===== src/rtl/ped_crossing_ctrl.sv =====
// Pedestrian crossing controller: debounced request latch plus DW/WALK/FLASH sequencer.
// Optional audible chirp during WALK is enabled by defining PED_CHIRP_EN.
//
// state   | meaning
// --------+-----------------------------------------------------------
// S_DW    | steady DONT_WALK, waiting for window start with a request
// S_WALK  | WALK lamp on, remain counting down through the walk phase
// S_FLASH | DONT_WALK flashing, remain counting down to zero
module ped_crossing_ctrl #(
    parameter int DEBOUNCE_CYC = 3,
    parameter int WALK_CYC     = 3,
    parameter int FLASH_CYC    = 2
) (
    input  logic       clk,
    input  logic       rst,
    input  logic       ped_btn,
    input  logic [2:0] NS,
    input  logic [2:0] EW,
    output logic       walk,
    output logic       dont_walk,
    output logic       req_pending,
    output logic [3:0] remain,
    output logic       chirp
);

    localparam int              CW        = $clog2(DEBOUNCE_CYC + 1);
    localparam logic [CW-1:0]   DEB_MAX   = CW'(DEBOUNCE_CYC);
    localparam logic [3:0]      TOTAL     = 4'(WALK_CYC + FLASH_CYC);
    localparam logic [3:0]      WALK_LAST = 4'(FLASH_CYC + 1);
    localparam logic            FLASH_ODD = (FLASH_CYC % 2) == 1;

    typedef enum logic [1:0] {
        S_DW    = 2'd0,
        S_WALK  = 2'd1,
        S_FLASH = 2'd2
    } state_t;

    state_t        state, state_nxt;
    logic [3:0]    remain_nxt;
    logic          sync_ff1, btn_sync;
    logic [CW-1:0] deb_cnt;
    logic          win_q;
    logic          window;
    logic          qualify;
    logic          start;

    assign window  = (NS == 3'b100) && (EW == 3'b001);
    // Qualify exactly once: the count saturates at DEB_MAX, so a held button never re-hits DEB_MAX-1.
    assign qualify = btn_sync && (deb_cnt == DEB_MAX - 1'b1);

    always_ff @(posedge clk) begin
        if (rst) begin
            sync_ff1    <= 1'b0;
            btn_sync    <= 1'b0;
            deb_cnt     <= '0;
            win_q       <= 1'b0;
            req_pending <= 1'b0;
        end else begin
            sync_ff1 <= ped_btn;
            btn_sync <= sync_ff1;
            win_q    <= window;
            if (!btn_sync)
                deb_cnt <= '0;
            else if (deb_cnt != DEB_MAX)
                deb_cnt <= deb_cnt + 1'b1;
            // A qualification in the same cycle as WALK entry wins over the clear.
            if (qualify)
                req_pending <= 1'b1;
            else if (start)
                req_pending <= 1'b0;
        end
    end

    always_ff @(posedge clk) begin
        if (rst) begin
            state  <= S_DW;
            remain <= 4'd0;
        end else begin
            state  <= state_nxt;
            remain <= remain_nxt;
        end
    end

    always_comb begin
        state_nxt  = state;
        remain_nxt = remain;
        start      = 1'b0;
        case (state)
            S_DW: begin
                remain_nxt = 4'd0;
                if (window && !win_q && req_pending) begin
                    state_nxt  = S_WALK;
                    remain_nxt = TOTAL;
                    start      = 1'b1;
                end
            end
            S_WALK: begin
                if (!window) begin
                    state_nxt  = S_DW;
                    remain_nxt = 4'd0;
                end else begin
                    remain_nxt = remain - 1'b1;
                    if (remain == WALK_LAST)
                        state_nxt = (FLASH_CYC == 0) ? S_DW : S_FLASH;
                end
            end
            S_FLASH: begin
                if (!window || remain == 4'd1) begin
                    state_nxt  = S_DW;
                    remain_nxt = 4'd0;
                end else begin
                    remain_nxt = remain - 1'b1;
                end
            end
            default: begin
                state_nxt  = S_DW;
                remain_nxt = 4'd0;
            end
        endcase
    end

    // FLASH phase parity comes from remain: first flash cycle has remain == FLASH_CYC.
    always_comb begin
        walk      = 1'b0;
        dont_walk = 1'b1;
        case (state)
            S_WALK: begin
                walk      = 1'b1;
                dont_walk = 1'b0;
            end
            S_FLASH: dont_walk = ~(remain[0] ^ FLASH_ODD);
            default: ;
        endcase
    end

`ifdef PED_CHIRP_EN
    localparam logic TOTAL_ODD = ((WALK_CYC + FLASH_CYC) % 2) == 1;

    always_comb begin
        chirp = (state == S_WALK) && ~(remain[0] ^ TOTAL_ODD);
    end
`else
    assign chirp = 1'b0;
`endif

endmodule

===== config.mk =====
export PLATFORM = sky130hd
export DESIGN_NAME = ped_crossing_ctrl
export DESIGN_NICKNAME = d
export VERILOG_FILES = /design/src/rtl/ped_crossing_ctrl.sv
export SDC_FILE = /design/constraint.sdc
export NUM_CORES = 1
export LEC_CHECK = 0
export ABC_AREA = 1
export CORE_MARGIN = 5
export CORE_UTILIZATION = 25
export DETAILED_ROUTE_END_ITERATION = 12
export SLEW_MARGIN = 30
export SYNTH_ARGS = -nofsm -noshare
export SYNTH_HDL_FRONTEND = slang
export SYNTH_SLANG_ARGS = --single-unit
export TNS_END_PERCENT = 100

===== constraint.sdc =====
create_clock -name clk -period 2.13 [get_ports clk]
set_clock_uncertainty 0.1 [all_clocks]
set_input_delay 0.426 -clock clk [delete_from_list [all_inputs] [get_ports clk]]
set_output_delay 0.426 -clock clk [all_outputs]
set_load 0.05 [all_outputs]

==> results.py <==
metrics = {
    "yosys": {
        "synth.area.top_cells": "dfxtp_1 (38%), ha_1 (9.9%), nand2_1 (7.7%)",
        "yosysTopAreaCell": "dfxtp_1",
        "ys_async_sr_fraction_pct": 0,
        "ys.flop_type": "dfxtp_1",
        "ys_seq_elements": 12,
        "synth-seq-area-share_pct": 37.9,
        "synth_top_area_share_pct": 37.9,
        "synth-edff-count": 0,
        "yosys_warnings": 0,
        "synth_area_per_cell_sq_um": 7.74,
        "synth_cell_type_count": 22,
        "netlist_top_cells_count": "nand2_1 (13), dfxtp_1 (12), nor2_1 (11), inv_1 (9), nand3_1 (6)",
        "synth_nets": 96,
        "syn_area_sq_um": 634,
        "synthMostInstantiatedCell": "nand2_1",
        "synthCells": 82,
    },
    "cells_and_area": {
        "nFillCells": 254,
        "final_util_pct": 33.8,
        "drive_above_1_share_pct": 20.2,
        "diodes": 0,
        "area_growth_pct": 30.8,
        "nNetsFinal": 115,
    },
    "sta": {
        "fmax_ghz": 0.503,
        "final_max_slew_viol_count": 0,
        "maxSlewHeadroom_pct": 66.0,
        "final.min_clock_period_ns": 1.99,
        "finalCritPeriodShare_pct": 93.3,
        "rsz0062_at_grt": "no",
        "finalSetupViolCount": 0,
        "max_slew.worst_pin.slew_ns": 0.508,
        "hold_viol": 0,
        "tns_ns": 0,
    },
    "setup_path": {
        "cp.required_ns": 1.60,
        "crit_arrival_ns": 1.46,
        "r2r-start": "remain[1]",
        "path_cells": "clkdlybuf4s50_1",
        "cpLargestDelayFamily": "buffers and inverters",
        "critPathBufInv": 1,
        "regToRegSetupSlack_ns": 0.85,
        "end_kind": "output pin",
        "cp_slowest_cell": "clkdlybuf4s50_1",
        "cp_max_fo": 4,
        "path_class": "reg2out",
        "cp-start-kind": "register",
        "timing.rr.end": "remain[1]",
        "worstSetupPathDepth": 1,
        "cp_slowest_stage_delay_ns": 0.83,
        "worstRegToRegCells": 7,
    },
    "clock_tree": {
        "cts_tree": "done",
        "clkSlewWorstSetupHoldPaths_ns": 0.06,
        "clockBufferDepth": 2,
        "clock_sinks": 12,
        "h-tree-depth": 1,
        "cts_setup_buffers": 0,
        "cts-hold-fix-buffers": 0,
        "root_buffer": "clkbuf_4",
        "clock_latency_ns": 0.26,
        "numCtsBuffers": 3,
        "post_cts_resized": 0,
    },
    "power": {
        "internal_power_uw": 310,
        "power_frac_seq_pct": 58.4,
        "netSwitchingFraction_pct": 20.5,
        "switching_power_uw": 80.0,
        "clkPwrFrac_pct": 32.4,
        "p_comb_share_pct": 9.2,
        "p_leak_uw": 0.000376,
        "p_per_area_nw_per_um2": 470,
        "peakVddDrop_mv": 0.286,
    },
    "hold_path": {
        "min-delay-start": "sync_ff1",
        "holdPathEnd": "btn_sync",
        "hp-class": "reg2reg",
        "hold_path_depth": 2,
    },
    "floorplanning": {
        "start_util_pct": 25.8,
        "core.rowCount": 18,
        "dieArea_sq_um": 3640,
        "fp.dieW_um": 60.4,
        "ioPinCount": 17,
        "die_h_um": 60.4,
        "core_area_sq_um": 2450,
    },
    "status": {
        "status": "completed",
    },
    "grt": {
        "grt_antenna_before_repair": 0,
        "grt_pass1_vias": 510,
        "grt-ovfl-total": 0,
        "grt_pass1_wl_um": 2040,
        "grt_max_degree": 7,
        "grt_usage_pct": 7.19,
    },
    "routing": {
        "routed_wirelength_um": 1130,
        "ant_nets": 0,
        "dr.pass1.iters": 2,
        "vias_per_cell": 4.19,
        "drc_errors": 0,
        "wl_per_cell_um": 8.78,
        "drt-initial-drc-count": 4,
        "vias": 541,
    },
    "placed_design": {
        "port_buffers": 15,
        "gp_congestion": 0.757,
        "hpwl_um": 1000,
    },
    "flow_run": {
        "maxCapViolCount": 0,
    },
}
==> area by class of cell <==
cell class	count	area, sq um	share of cell area, %
sequential	12	240	29.0
multi-input combinational	56	338	40.7
tap	30	37.5	4.52
inverter	13	48.8	5.88
timing repair buffer	15	143	17.2
clock buffer	3	22.5	2.71
==> flip-flops by register name, summed over array words and instances, names as in the netlist <==
register,cells
remain,4
deb_cnt,2
state,2
btn_sync,1
req_pending,1
sync_ff1,1
win_q,1
==> worst min-delay path, cell delays in order, from the launching register on <==
cell and delay (ns):
dfxtp_1 0.30, inv_1 0.04, nor2_1 0.03
==> worst max-delay path by stage <==
stage,startpoint,end,slack [ns]
after floorplan,remain[0],dont_walk,0.25
after global routing,remain[2],remain[2],0.08
after detailed placement,remain[2],remain[2],0.41
after CTS,remain[2],remain[2],0.13
final,remain[2],remain[2],0.14
after global placement,rst,remain[2],0.41
==> stage by stage <==
stage	worst slack (ns)	cell area, sq um	power (uW)	hold WS (ns)	instances
detailed placement	0.412	807	269	0.300	126
global placement	0.411	807	269	0.304	126
global route	0.0754	830	414	0.337	129
CTS	0.126	830	398	0.319	129
floorplan	0.247	634	251	0.288	82
finish	0.142	830	390	0.312	129
==> cells in the final DEF (no fill, tap or decap) <==
master           netlist  final
nand3_1                6      6
a21oi_2                1      1
nor3_1                 3      3
conb_1                 1      1
dfxtp_1               12     12
buf_4                  1      3
nor2_1                11     11
xnor2_1                1      1
a21oi_1                2      2
xor2_1                 1      1
nand2_1               13     13
clkdlybuf4s50_1        0     12
nand3_2                1      1
inv_1                  9      9
nand3b_4               1      1
nand4_1                1      1
o21a_1                 1      1
nand2_2                4      4
nor2_4                 1      1
nor2_2                 2      2
a211oi_1               1      1
ha_1                   5      5
inv_2                  4      4
clkbuf_4               0      3
==> power groups by stage <==
stage | logic, uW | clock network [uW] | registers, uW
4_1_cts | 36.5 | 134 | 228
6_report | 36.0 | 126 | 228
3_5_place_dp | 36.3 | 0 | 233
2_1_floorplan | 17.9 | 0 | 233
5_1_grt | 39.5 | 147 | 228
3_3_place_gp | 35.9 | 0 | 233
==> routing by layer <==
layer	vias up	wire length [um]	track usage (%)
met5	-	0	0
met4	0	5	2.85
met3	2	64	1.70
met2	7	591	13.0
met1	242	471	8.11
li1	290	-	-
==> logic make-up after synthesis <==
| logic type | count (synthesis) | synth area share, % |
|---|---|---|
| compound gates | 5 | 5.33 |
| flops | 12 | 37.9 |
| simple gates | 43 | 34.7 |
| other cells | 1 | 0.591 |
| buf+inv | 14 | 8.88 |
| fa+ha+maj | 5 | 9.86 |
| xor+xnor | 2 | 2.76 |
Power figures use the tool's default switching activity.
